### src/rtl/ehl_gpio_bus_arb.sv
// ehl_gpio_bus_arb: round-robin arbiter sharing one GPIO register port
// between NREQ requesters, with bus lock and ready watchdog.
module ehl_gpio_bus_arb #(
    parameter int NREQ      = 2,
    parameter int WIDTH     = 32,
    parameter int ADR_WIDTH = 6,
    parameter int TIMEOUT   = 15
) (
    input  logic                      clk,
    input  logic                      reset,
    input  logic [NREQ-1:0]           req_wr,
    input  logic [NREQ-1:0]           req_rd,
    input  logic [NREQ-1:0]           req_lock,
    input  logic [NREQ*ADR_WIDTH-1:0] req_adr,
    input  logic [NREQ*WIDTH-1:0]     req_wdata,
    output logic [NREQ-1:0]           req_ack,
    output logic [NREQ-1:0]           req_err,
    output logic [WIDTH-1:0]          req_rdata,
    output logic                      wr,
    output logic                      rd,
    output logic [ADR_WIDTH-1:0]      adr,
    output logic [WIDTH-1:0]          wdata,
    input  logic [WIDTH-1:0]          rdata,
    input  logic                      ready,
    output logic                      busy
);

    localparam int IW = (NREQ > 1) ? $clog2(NREQ) : 1;
    localparam int TW = (TIMEOUT > 0) ? $clog2(TIMEOUT + 1) : 1;

    typedef enum logic [1:0] {
        S_IDLE,
        S_ACCESS,
        S_RESP
    } state_t;

    state_t r_state;
    state_t w_next;

    logic [IW-1:0]        r_gnt;
    logic [IW-1:0]        r_ptr;
    logic                 r_lock_vld;
    logic [IW-1:0]        r_lock_own;
    logic                 r_is_wr;
    logic [ADR_WIDTH-1:0] r_adr;
    logic [WIDTH-1:0]     r_wdata;
    logic [WIDTH-1:0]     r_rdata;
    logic                 r_err;
    logic [TW-1:0]        r_timer;

    logic [NREQ-1:0]      w_pend;
    logic [NREQ-1:0]      w_elig;
    logic                 w_lock_keep;
    logic                 w_found;
    logic [IW-1:0]        w_pick;
    logic [IW-1:0]        w_cand;
    logic                 w_tmo;

    // Eligibility: a live lock restricts the grant to its owner.
    always_comb begin
        w_pend      = req_wr | req_rd;
        w_lock_keep = r_lock_vld && req_lock[r_lock_own];
        w_elig      = w_lock_keep ?
                      (w_pend & (NREQ'(1) << r_lock_own)) : w_pend;
    end

    // Round-robin pick: first eligible requester after the pointer.
    always_comb begin
        w_found = 1'b0;
        w_pick  = '0;
        w_cand  = '0;
        for (int k = 1; k <= NREQ; k++) begin
            w_cand = IW'((int'(r_ptr) + k) % NREQ);
            if (!w_found && w_elig[w_cand]) begin
                w_found = 1'b1;
                w_pick  = w_cand;
            end
        end
    end

    assign w_tmo = (TIMEOUT != 0) && (r_timer == TW'(TIMEOUT - 1));

    // Next-state logic for the IDLE -> ACCESS -> RESP cycle.
    always_comb begin
        w_next = r_state;
        unique case (r_state)
            S_IDLE:   if (w_found) w_next = S_ACCESS;
            S_ACCESS: if (ready || w_tmo) w_next = S_RESP;
            S_RESP:   w_next = S_IDLE;
            default:  w_next = S_IDLE;
        endcase
    end

    // State register.
    always_ff @(posedge clk) begin
        if (reset) r_state <= S_IDLE;
        else       r_state <= w_next;
    end

    // Grant capture, lock ownership, watchdog timer and response data.
    always_ff @(posedge clk) begin
        if (reset) begin
            r_gnt      <= '0;
            r_ptr      <= IW'(NREQ - 1);
            r_lock_vld <= 1'b0;
            r_lock_own <= '0;
            r_is_wr    <= 1'b0;
            r_adr      <= '0;
            r_wdata    <= '0;
            r_rdata    <= '0;
            r_err      <= 1'b0;
            r_timer    <= '0;
        end else begin
            unique case (r_state)
                S_IDLE: begin
                    if (!w_lock_keep) r_lock_vld <= 1'b0;
                    if (w_found) begin
                        r_gnt   <= w_pick;
                        r_ptr   <= w_pick;
                        r_is_wr <= req_wr[w_pick];
                        r_adr   <= req_adr[w_pick*ADR_WIDTH +: ADR_WIDTH];
                        r_wdata <= req_wdata[w_pick*WIDTH +: WIDTH];
                        r_timer <= '0;
                        if (req_lock[w_pick]) begin
                            r_lock_vld <= 1'b1;
                            r_lock_own <= w_pick;
                        end
                    end
                end
                S_ACCESS: begin
                    if (ready) begin
                        r_rdata <= r_is_wr ? '0 : rdata;
                        r_err   <= 1'b0;
                    end else if (w_tmo) begin
                        r_rdata <= '0;
                        r_err   <= 1'b1;
                    end else begin
                        r_timer <= r_timer + TW'(1);
                    end
                end
                S_RESP: begin
                    r_rdata <= '0;
                    r_err   <= 1'b0;
                end
                default: ;
            endcase
        end
    end

    assign wr        = (r_state == S_ACCESS) &  r_is_wr;
    assign rd        = (r_state == S_ACCESS) & ~r_is_wr;
    assign adr       = r_adr;
    assign wdata     = r_wdata;
    assign req_ack   = (r_state == S_RESP) ? (NREQ'(1) << r_gnt) : '0;
    assign req_err   = req_ack & {NREQ{r_err}};
    assign req_rdata = (r_state == S_RESP) ? r_rdata : '0;
    assign busy      = (r_state != S_IDLE) | r_lock_vld;

endmodule

### config.mk
export PLATFORM = sky130hd
export DESIGN_NAME = ehl_gpio_bus_arb
export DESIGN_NICKNAME = d
export VERILOG_FILES = /design/src/rtl/ehl_gpio_bus_arb.sv
export SDC_FILE = /design/constraint.sdc
export NUM_CORES = 1
export LEC_CHECK = 0
export CELL_PAD_IN_SITES_DETAIL_PLACEMENT = 1
export CELL_PAD_IN_SITES_GLOBAL_PLACEMENT = 1
export CORE_MARGIN = 2
export CORE_UTILIZATION = 30
export DETAILED_ROUTE_END_ITERATION = 16
export GPL_TIMING_DRIVEN = 0
export PLACE_DENSITY_LB_ADDON = 0.1
export SLEW_MARGIN = 20
export SYNTH_ARGS = -nofsm -noshare
export SYNTH_HDL_FRONTEND = slang
export SYNTH_SLANG_ARGS = --single-unit
### constraint.sdc
create_clock -name clk -period 5.57 [get_ports clk]
set_input_delay 1.114 -clock clk [delete_from_list [all_inputs] [get_ports clk]]
set_output_delay 1.114 -clock clk [all_outputs]
set_load 0.01 [all_outputs]
== Word level (Yosys, flattened, before mapping) ==
Cells that the tools add are included.
Word-level totals
  register bits after elaboration: 82
  memory bits (writable): 0
  memories kept: 0
  output and inout bits: 77
  ROM bits: 0
  latch bits: 0
Operators by class
  divide/modulo/power cells: 0
  $lt $le $gt $ge: 4
  multiply operators: 1
  reductions and logical operators: 13
  shift-type cells: 4
  mux-type cells: 34
  eq/ne operators: 8
  bitwise gates (word level): 7
  add/sub/neg operators: 3
Operator list (number)
  2-to-1 mux 32 bit: 4
  one-hot mux 32 bit (2 select lines): 1
  variable part select 64 x 7 -> 32 bit: 1
  2-to-1 mux 1 bit: 19
  2-to-1 mux 4 bit: 3
  variable part select 12 x 5 -> 6 bit: 1
  less-than comparator 1 x 2 -> 1 bit, second input constant: 4
  2-to-1 mux 2 bit: 4
  != test 2 bit, second input constant: 4
  one-hot mux 4 bit (2 select lines): 1
  AND reduction 2 bit: 3
  nonzero test 2 bit: 3
  adder 4 x 1 -> 4 bit, second input constant: 1
  AND 2 bit: 2
  == test 4 bit, second input constant: 1
  one-hot mux 2 bit (2 select lines): 1
  AND reduction 4 bit: 1
  << shifter 1 x 1 -> 2 bit, first input constant: 2
  multiplier 1 x 2 -> 3 bit, second input constant: 1
  != test 3 bit, second input constant: 1
  AND reduction 3 bit: 1
  adder 1 bit, second input constant: 2
  AND 1 bit: 2
  == test 2 x 1 -> 1 bit, second input constant: 1
  other kinds (9): 10

== Longest topological paths before layout ==
Gate-level depths: netlist of run 1.
  depth after elaboration: 14
  mapped depth: 7

== Least setup slack after synthesis of run 1 ==
Ideal clock, no wire load.
  path kind: input port to flip-flop
  start point: in req_rd[0]
  end point: reg r_wdata[22] (netlist: wdata[22])
  slack: 3156 ps
  data arrival time: 2271 ps
  cell stages on the path: 7
  library setup time: 144 ps
  path buffers: 3
  cell sequence: or2_0 buf_6 a311o_1 buf_4 buf_4 nand2_1 a311oi_2
On the way
  cells in the longest elaborated chain, start to end: 10
  elaborated cells between the ends (all ways): 15
  classes of those cells: shift (1); mux (9); bitwise (2); reduce/logical (3)
RTL lines
  from (decl): line 12  | input logic [NREQ-1:0] req_rd,
  OR 2 bit (*): line 61  | w_pend = req_wr | req_rd;
  AND 2 bit: line 64  | (w_pend & (NREQ'(1) << r_lock_own)) : w_pend;
  2-to-1 mux 2 bit (*): line 63  | w_elig = w_lock_keep ?
  2-to-1 mux 1 bit (implied by the code) (2 in a row): line 74  | if (!w_found && w_elig[w_cand]) begin
  2-to-1 mux 1 bit: line 74
  zero test 1 bit: line 74
  logical AND 1 bit: line 74
  2-to-1 mux 1 bit: line 74
  variable part select 64 x 7 -> 32 bit / AND reduction 2 bit (equally long branches)
  to (signal assigned): line 122  | r_wdata <= req_wdata[w_pick*WIDTH +: WIDTH];
  to (decl): line 46  | logic [WIDTH-1:0] r_wdata;
Mark *: on every way between the ends. The rest lies on a longest branch, timed or not. The select of a mux whose other input is x is not followed.
A chain may end at the register's enable or synchronous reset.

== Worst setup path in the final report of run 1 ==
  start point: reg r_state[1]
  end point: out req_rdata[23]
On the way
  cells in the longest elaborated chain, start to end: 2
RTL lines
  from (decl): line 37  | state_t r_state;
  from (signal assigned): line 97  | else r_state <= w_next;
  == test 2 bit: line 156  | assign req_rdata = (r_state == S_RESP) ? r_rdata : '0;
  2-to-1 mux 32 bit: line 156
  to (decl): line 18  | output logic [WIDTH-1:0] req_rdata,
Every way passes these cells.

==> summary.md, run 1 <==
| Metric | Value |
|---|---|
| Syn-to-layout area delta | 64.3% |
| Global-route usage over all layers | 0.197 |
| DR iter-0 viols | around 180 |
| Routed length on met1 | 5540 um |
| Initial Utilization | 0.304 |
| H-tree levels | 3 |
| Tot Pwr | 1.70 mW |
| Top-count cell post-synth | dfxtp_1 |
| Critical path startpoint | r_state[1] |
| Row count | 41 |
| Area of placed instances | about 5900 um^2 |
| CTS root buf | clkbuf_16 |
| Layout cell share with drive strength beyond 1 | 0.0653 |
| CTS Hold Buffers Added | 0 |
| Die X | 117 um |
| Max cap viols | 0 |
| # DRC | 0 |
| Most used DFF post-synth | dfxtp_1 |
| Fin crit period | 3.33 ns |
| Die Y-Extent | 117 um |
| Distinct cells, synth | 46 |
| Clock Tree Buf Depth | 2 |
| Crit-path leading delay family | buffers and inverters |
| Multi-input logic area | 1950 um^2 |
| Post-synth ARST share | 0 |
| Die area | 13600 um^2 |
| Setup_tns | 0 ns |
| Largest net degree at the start of global routing | 14 |
| Power per cell area | approximately 270 nW/um^2 |
| Synth Cell Area | 3800 um^2 |
| Max Fanout on Critical Path | 10 |
| Status | finished, final reports clean |
| DR vias | approximately 4100 |
| Slowest stage delay, CP | between 0.5 and 0.6 ns |
| First-pass GRT wire length | 21100 um |
| Tightest Pin Transition | 0.686 ns |
| DR WL/cell | 16.1 um |
| CP Data Required Time | 4.46 ns |
| CP Data Arrival Time | 2.22 ns |
| IO buf count | 192 |
| Pleak | around 2.3 nW |
| RSZ-0062 raised after global routing | no |
| Routed WL | 13400 um |
| # clock sinks | 82 |
| Sequential Area | 1640 um^2 |
| Max-slew violation count | 0 |
| Setup bufs post-CTS | 0 |
| Crit path kind | reg2out |
| Skew final | approximately 0.0063 ns |
| Worst ir drop on vdd | 0.124 mV |
| Yosys warns | 0 |
| Final Setup Violations | 0 |
| Total CTS buffers | 9 |
| Cts repair resizes | 0 |
| Via-per-instance ratio | 4.95 |
| Avg Cell Area, Syn | 8.43 um^2 |
| Design area | 6240 um^2 |
| Hold Vio Cnt, Final | 0 |
| Post-synthesis register bit count | 82 |
| Filler instances | roughly 1500 |
| Crit-path slowest cell | clkdlybuf4s50_1 |
| Post-synthesis sequential area ratio | 0.432 |
| CP dominant cell by count | clkbuf_1 |
| Commonest cells in the netlist | dfxtp_1, nand2_1, a21oi_1 |
| Num ports | 194 |
| Fin crit share | 0.598 |
| DR top layer | met4 |
| Met3 routed WL | 943 um |
| Fmax | 0.300 GHz |
| DRT antenna net count | 0 |
| Met2 wire len | about 6600 um |
| Layout Nets | about 770 |
| Total grt overflow | 0 |
| CTS tree | done |
| RePlAce Congestion | 0.772 |
| R2R Path Start | r_timer[0] |
| Core Area | 12500 um^2 |
| 1st-pass router iterations | 4 |
| Hold Startpoint | r_rdata[18] |
| Worst slew margin | 0.542 |
| Worst-skew pair later-pin latency | 0.34 ns |
| Vias in the first global route | 4307 |
| Dpl hpwl | 10200 um |
| Util after Layout | 0.499 |
| Worst Hold Class | reg2reg |
| Initial antenna violation count | 0 |
| Share of the synthesized area in the top cell type | 0.432 |
| Area leader, netlist | dfxtp_1 |
| Ant diodes | 0 |
| EDFF count, synth | 0 |
| Startpoint Class | register |
| Syn Nets | 570 |
| WP buf/inv | 3 |
| Syn Inst Count | 451 |
| Final hold slack | 0.486 ns |
| CP Capture Type | primary output |
| Synth top area cells | dfxtp_1, nand2_1, a22oi_1 |
| Clock-pin slew on the worst setup and hold paths | 0.06 ns |
| Crit-path cells | nor2b_1 > clkbuf_1 > clkbuf_1 > and2_1 > clkdlybuf4s50_1 |
==> flip-flops by register name, indices dropped and copies added (netlist names), 2 cells and up <==
signal and count:
r_rdata 32, wdata 32, adr 6, r_timer 4, r_state 2
==> metal layers <==
layer,vias to the layer above,global-route usage
li1,2021,-
met1,1946,0.228
met2,128,0.351
met3,15,0.0477
met4,0,0.0761
met5,-,0
==> cells in the final DEF, fill, tap and decap left out, types with 2 or more instances in the layout <==
| master | instances |
|---|---|
| ha_1 | 2 |
| dfxtp_1 | 82 |
| nand3_1 | 5 |
| clkbuf_1 | 31 |
| nand2b_1 | 2 |
| clkbuf_16 | 9 |
| buf_6 | 3 |
| a21oi_1 | 45 |
| buf_2 | 4 |
| and2_1 | 35 |
| mux2i_1 | 2 |
| nor2_1 | 37 |
| inv_1 | 3 |
| nor2b_1 | 5 |
| or2_2 | 2 |
| buf_4 | 3 |
| nand2_1 | 79 |
| a311oi_1 | 29 |
| nor4_1 | 2 |
| clkdlybuf4s50_1 | 192 |
| o21ai_0 | 4 |
| o211ai_1 | 3 |
| and3_1 | 3 |
| nor3_1 | 4 |
| clkinv_2 | 3 |
| a22oi_1 | 34 |
| clkbuf_8 | 2 |
| a311oi_2 | 10 |
==> through the flow <==
| stage | setup slack (ns) | std cells |
|---|---|---|
| finish | 2.24 | 831 |
| global route | 2.04 | 831 |
| detailed placement | 2.47 | 815 |
| CTS | 2.17 | 831 |
| global placement | 2.55 | 815 |
| floorplan | 3.16 | 451 |
==> final cells by class <==
class	count	area share
multi-input cells	324	0.313
clock inverters	5	0.00842
clock buffers	11	0.0405
repair buffers	192	0.308
well taps	172	0.0345
inverters	3	0.00180
flip-flops and latches	82	0.263
plain buffers	42	0.0315
==> kinds of logic after synthesis <==
group,after synthesis,synth area share
AOI/OAI and AO/OA,137,0.275
DFF,82,0.432
and+or+nand+nor,182,0.224
muxes,3,0.00823
buffers and inverters,45,0.0546
adders and majority gates,2,0.00658
==> where the power goes <==
| part | internal, mW | total, mW | switching (mW) |
|---|---|---|---|
| sequential | 0.640 | 0.670 | 0.0309 |
| clock | 0.369 | 0.607 | 0.238 |
| combinational | 0.221 | 0.421 | 0.200 |
| total | 1.23 | 1.70 | 0.469 |
==> tightest hold or removal path, cell delays in order (launching register included) <==
cell	delay, ns
dfxtp_1	0.32
a22oi_1	0.06
nor2_1	0.07
==> final timing paths <==
path	endpoint	slack [ns]	depth (start not counted)
worst max-delay path	req_rdata[23]	2.24	5
worst min-delay path	r_rdata[18]	0.49	2
worst max register to register	r_rdata[22]	3.43	7
worst min register to register	r_rdata[18]	0.49	2
No activity file was read; power rests on OpenSTA's default activity.
==> run 2: changes to the inputs <==
--- a/config.mk
+++ b/config.mk
@@ -8,7 +8,7 @@
 export CELL_PAD_IN_SITES_DETAIL_PLACEMENT = 1
 export CELL_PAD_IN_SITES_GLOBAL_PLACEMENT = 1
 export CORE_MARGIN = 2
-export CORE_UTILIZATION = 30
+export CORE_UTILIZATION = 25
 export DETAILED_ROUTE_END_ITERATION = 16
 export GPL_TIMING_DRIVEN = 0
 export PLACE_DENSITY_LB_ADDON = 0.1
==> constraint.sdc (replaced) <==
create_clock -name clk -period 2.91 [get_ports clk]
set_input_delay 0.582 -clock clk [delete_from_list [all_inputs] [get_ports clk]]
set_output_delay 0.582 -clock clk [all_outputs]
set_load 0.01 [all_outputs]
==> summary.md, run 2 (synthesized netlist as in run 1, its figures left out) <==
| Metric | Value |
|---|---|
| Status | finished, final reports clean |
| WP buf/inv | 3 |
| Skew final | 0.00641 ns |
| Initial Utilization | 0.253 |
| Comb power frac | 0.247 |
| Worst ir drop on vdd | 0.271 mV |
| Worst slew margin | 0.470 |
| Worst Hold Endpoint | r_rdata[11] |
| Crit-path slowest cell | clkdlybuf4s50_1 |
| Final hold slack | 0.491 ns |
| Layout Cells excl Fill | between 800 and 900 |
| Area of placed instances | 5960 um^2 |
| Max Fanout on Critical Path | 10 |
| Placed cells | just over 800 |
| Clock Tree Buf Depth | 2 |
| # clock sinks | ~80 |
| RSZ-0062 raised after global routing | no |
| Switch Pwr | 0.928 mW |
| DR top layer | met4 |
| Hold Vio Cnt, Final | 0 |
| Initial antenna violation count | 0 |
| Dpl hpwl | 10600 um |
| Post-placement setup slack | 0.301 ns |
| R2R Path Start | r_timer[0] |
| DR iter-0 viols | 140 |
| IO buf count | 192 |
| Hold Startpoint | r_rdata[11] |
| CTS Hold Buffers Added | 0 |
| Ant diodes | 0 |
| Setup_tns | 0 ns |
| Slowest stage delay, CP | ~0.53 ns |
| Worst-skew pair later-pin latency | 0.34 ns |
| CTS root buf | clkbuf_16 |
| CP Data Arrival Time | 2.08 ns |
| Total CTS buffers | 9 |
| Most frequent cells in the layout | clkdlybuf4s50_1, dfxtp_1, nand2_1, a21oi_1, nor2_1 |
| Crit-path leading delay family | buffers and inverters |
| Layout Nets | 773 |
| Core Area | 15000 um^2 |
| Power per cell area | roughly 520 nW/um^2 |
| Row count | 45 |
| First-pass GRT wire length | about 22000 um |
| Crit-path cells | nor2b_1 > clkbuf_2 > clkbuf_1 > and2_1 > clkdlybuf4s50_1 |
| Fin crit period | 2.66 ns |
| Tot Pwr | 3.27 mW |
| Syn-to-layout area delta | 64.8% |
| Pleak | 2.30 nW |
| H-tree levels | 3 |
| R2R Path End | r_rdata[2] |
| DRT antenna net count | 0 |
| Largest net degree at the start of global routing | 15 |
| Routed length on met1 | 5940 um |
| Startpoint Class | register |
| Layout cell share with drive strength beyond 1 | 0.0683 |
| Fin crit share | 0.915 |
| Fmax | 0.376 GHz |
| Global-route usage over all layers | 0.169 |
| Crit path kind | reg2out |
| R2R cell count | 7 |
| Fin worst setup slack | about 0.25 ns |
| Most common cell after layout, fill and taps aside | clkdlybuf4s50_1 |
| CP Data Required Time | 2.33 ns |
| Tightest Pin Transition | 0.795 ns |
| Die Y-Extent | 127 um |
| Reg2reg setup slack | ~0.76 ns |
| DR WL/cell | 16.3 um |
| 1st-pass router iterations | 4 |
| # DRC | 0 |
| Met2 wire len | 6570 um |
| Clock-pin slew on the worst setup and hold paths | ~0.060 ns |
| Final Setup Violations | 0 |
| Num ports | 194 |
| Met3 routed WL | 1020 um |
| Sw frac | 0.284 |
| Max cap viols | 0 |
| CP Capture Type | primary output |
| Clock power share | 0.359 |
| Worst Hold Class | reg2reg |
| Hold path depth | 2 |
| Filler instances | about 1800 |
| Int Power | roughly 2.3 mW |
| Die area | 16200 um^2 |
| Max-slew violation count | 0 |
| CTS tree | done |
| Design area | 6270 um^2 |
| Util after Layout | 0.417 |
| Total grt overflow | 0 |
| Vias in the first global route | 4342 |
| Die X | 127 um |
| RePlAce Congestion | 0.753 |
| Via-per-instance ratio | 4.88 |
| Routed WL | ~14000 um |
| DR vias | 4131 |
| Part of the power in registers | 0.393 |
-- run 2: worst register-to-register path, stage by stage, from the launching register on --
cell and delay, ns:
dfxtp_1 0.41, inv_1 0.09, ha_1 0.22, a31o_2 0.29, a21oi_1 0.40, clkbuf_1 0.42
a22oi_1 0.14, nor2_1 0.12
-- run 2: cell type report --
| type | count | area, um^2 | share of cell area |
|---|---|---|---|
| clock inverters | 6 | 66.3 | 0.0106 |
| clock buffers | 10 | 239 | 0.0381 |
| multi-input cells | 324 | 1950 | 0.312 |
| plain buffers | 42 | 199 | 0.0317 |
| repair buffers | 192 | 1920 | 0.307 |
| inverters | 3 | 11.3 | 0.00180 |
| flip-flops and latches | 82 | 1640 | 0.262 |
| well taps | 188 | 235 | 0.0375 |
-- run 2: what timing repair did --
item / CTS / global route
setup buffers: 0 / 0
resized for setup: 0 / 4
setup endpoints to repair: 0 / 30
-- run 2: how the worst max path moves through the flow --
stage               cells after the start  slack, ns             to         from
finish                                  5       0.25  req_rdata[16]   r_state[1]
global route                            5       0.02  req_rdata[12]   r_state[1]
CTS                                     5       0.02  req_rdata[28]   r_state[1]
detailed placement                      6       0.30      wdata[17]  req_lock[0]
global placement                        7       0.40      wdata[28]  req_lock[1]
floorplan                               7       1.03      wdata[22]    req_rd[0]
-- run 2: power by group through the flow --
stage | combinational, mW | sequential [mW] | clock, mW
floorplan | 0.356 | 1.33 | 0
global placement | 0.802 | 1.30 | 0
detailed placement | 0.817 | 1.31 | 0
CTS | 0.819 | 1.29 | 1.22
global route | 0.884 | 1.30 | 1.26
finish | 0.807 | 1.29 | 1.17
-- run 2: layer usage --
metal / global-route usage / vias up
met5: 0 / -
met1: 0.203 / 1948
met2: 0.285 / 135
li1: - / 2031
met3: 0.0494 / 17
met4: 0.0666 / 0
==> run 3: changes to the inputs <==
--- a/config.mk
+++ b/config.mk
@@ -8,7 +8,7 @@
 export CELL_PAD_IN_SITES_DETAIL_PLACEMENT = 1
 export CELL_PAD_IN_SITES_GLOBAL_PLACEMENT = 1
 export CORE_MARGIN = 2
-export CORE_UTILIZATION = 25
+export CORE_UTILIZATION = 28
 export DETAILED_ROUTE_END_ITERATION = 16
 export GPL_TIMING_DRIVEN = 0
 export PLACE_DENSITY_LB_ADDON = 0.1
==> constraint.sdc (replaced) <==
create_clock -name clk -period 2.7 [get_ports clk]
set_input_delay 0.54 -clock clk [delete_from_list [all_inputs] [get_ports clk]]
set_output_delay 0.54 -clock clk [all_outputs]
set_load 0.01 [all_outputs]
==> summary.md, run 3 (synthesized netlist as in run 1, its figures left out) <==
| Metric | Value |
|---|---|
| Core Area | 13200 um^2 |
| Met3 routed WL | 891 um |
| Design area | 6250 um^2 |
| RePlAce Congestion | 0.774 |
| Fmax | 0.395 GHz |
| Max cap viols | 0 |
| Worst-skew pair later-pin latency | 0.34 ns |
| Fin worst setup slack | 0.168 ns |
| Layout Nets | 773 |
| First-pass GRT wire length | roughly 21000 um |
| Int Power | approximately 2.5 mW |
| Total grt overflow | 0 |
| Initial Utilization | 0.287 |
| Fin crit period | 2.53 ns |
| Crit path kind | reg2out |
| Power per cell area | 559 nW/um^2 |
| Startpoint Class | register |
| Hold Vio Cnt, Final | 0 |
| Setup bufs post-CTS | 0 |
| Dpl hpwl | roughly 10000 um |
| DR iter-0 viols | between 150 and 200 |
| Area of placed instances | 5940 um^2 |
| Total CTS buffers | 9 |
| 1st-pass router iterations | 4 |
| Initial antenna violation count | 0 |
| DR top layer | met4 |
| Worst ir drop on vdd | 0.340 mV |
| Layout Cells excl Fill | 835 |
| Pleak | 2.29 nW |
| Max-slew violation count | 0 |
| # clock sinks | 82 |
| Tot Pwr | between 3 and 4 mW |
| Sw frac | 0.285 |
| Max Fanout on Critical Path | 10 |
| Part of the power in registers | 0.396 |
| CTS Hold Buffers Added | 0 |
| Ant diodes | 0 |
| Die area | 14500 um^2 |
| IO buf count | 192 |
| Clock Tree Buf Depth | 2 |
| Die Y-Extent | about 120 um |
| Routed WL | between 10000 and 15000 um |
| Die X | 121 um |
| CTS tree | done |
| CTS root buf | clkbuf_16 |
| Vias in the first global route | 4411 |
| # DRC | 0 |
| DR vias | slightly above 4000 |
| Fin crit share | 0.938 |
| DRT antenna net count | 0 |
| CP Data Required Time | about 2.2 ns |
| Tightest Pin Transition | 0.727 ns |
| Skew final | ~0.0070 ns |
| Switch Pwr | 0.994 mW |
| Setup_tns | 0 ns |
| Layout cell share with drive strength beyond 1 | 0.0728 |
| Most common cell after layout, fill and taps aside | clkdlybuf4s50_1 |
| Worst Hold Class | reg2reg |
| Filler instances | 1590 |
| Global-route usage over all layers | 0.183 |
| Clock power share | 0.356 |
| CP Data Arrival Time | 1.99 ns |
| Most frequent cells in the layout | clkdlybuf4s50_1, dfxtp_1, nand2_1, a21oi_1, nor2_1 |
| Final Setup Violations | 0 |
| H-tree levels | 3 |
| Clock-pin slew on the worst setup and hold paths | 0.06 ns |
| Via-per-instance ratio | 4.89 |
| Num ports | 194 |
| Util after Layout | 0.472 |
| DR WL/cell | approximately 16 um |
| Row count | 42 |
| Routed length on met1 | 5670 um |
| Met2 wire len | ~6600 um |
| Comb power frac | 0.247 |
| Worst slew margin | 0.515 |
| CP Capture Type | primary output |
| Placed cells | between 800 and 900 |
| Cts repair resizes | 3 |
| Final hold slack | 0.489 ns |
| Largest net degree at the start of global routing | 16 |
| RSZ-0062 raised after global routing | no |
| Status | finished, final reports clean |
| Post-placement setup slack | 0.180 ns |
| Syn-to-layout area delta | 64.5% |
## run 3: cell count changes in the layout (fill, tap and decap cells not counted), sizes merged
cell and delta:
clkinvlp +4, inv +2, clkinv -5, clkbuf -1
## run 3: critical path, cell delays in order, from the launching register on
cell and delay, ns:
dfxtp_1 0.38, nor2b_1 0.14, clkbuf_2 0.20, clkbuf_2 0.22, and2_1 0.17, clkdlybuf4s50_1 0.54
## run 3: routing by layer
layer / GRT usage / vias up
li1: - / 2026
met1: 0.210 / 1915
met2: 0.329 / 128
met3: 0.0486 / 11
met4: 0.0589 / 0
met5: 0 / -
## run 3: final timing paths
check	slack (ns)	cells after the start	startpoint	endpoint
max	0.17	5	r_state[1]	req_rdata[28]
max reg2reg	0.62	7	r_timer[0]	r_rdata[29]
min	0.49	2	r_rdata[3]	r_rdata[3]
min reg2reg	0.49	2	r_rdata[3]	r_rdata[3]
## run 3: area by class of cell
class	instances	area, um^2	area share
buffer	42	203	0.0324
clock buffer	9	225	0.0360
clock inverter	7	77.6	0.0124
inverter	3	11.3	0.00180
multi-input combinational	324	1950	0.312
sequential	82	1640	0.263
tap	176	220	0.0352
timing repair buffer	192	1920	0.307
## run 3: power groups by stage
stage / clock, mW / combinational, mW / sequential, mW
4_1_cts: 1.29 / 0.878 / 1.38
3_5_place_dp: 0 / 0.874 / 1.41
3_3_place_gp: 0 / 0.859 / 1.40
6_report: 1.25 / 0.864 / 1.38
5_1_grt: 1.35 / 0.945 / 1.40
2_1_floorplan: 0 / 0.384 / 1.43
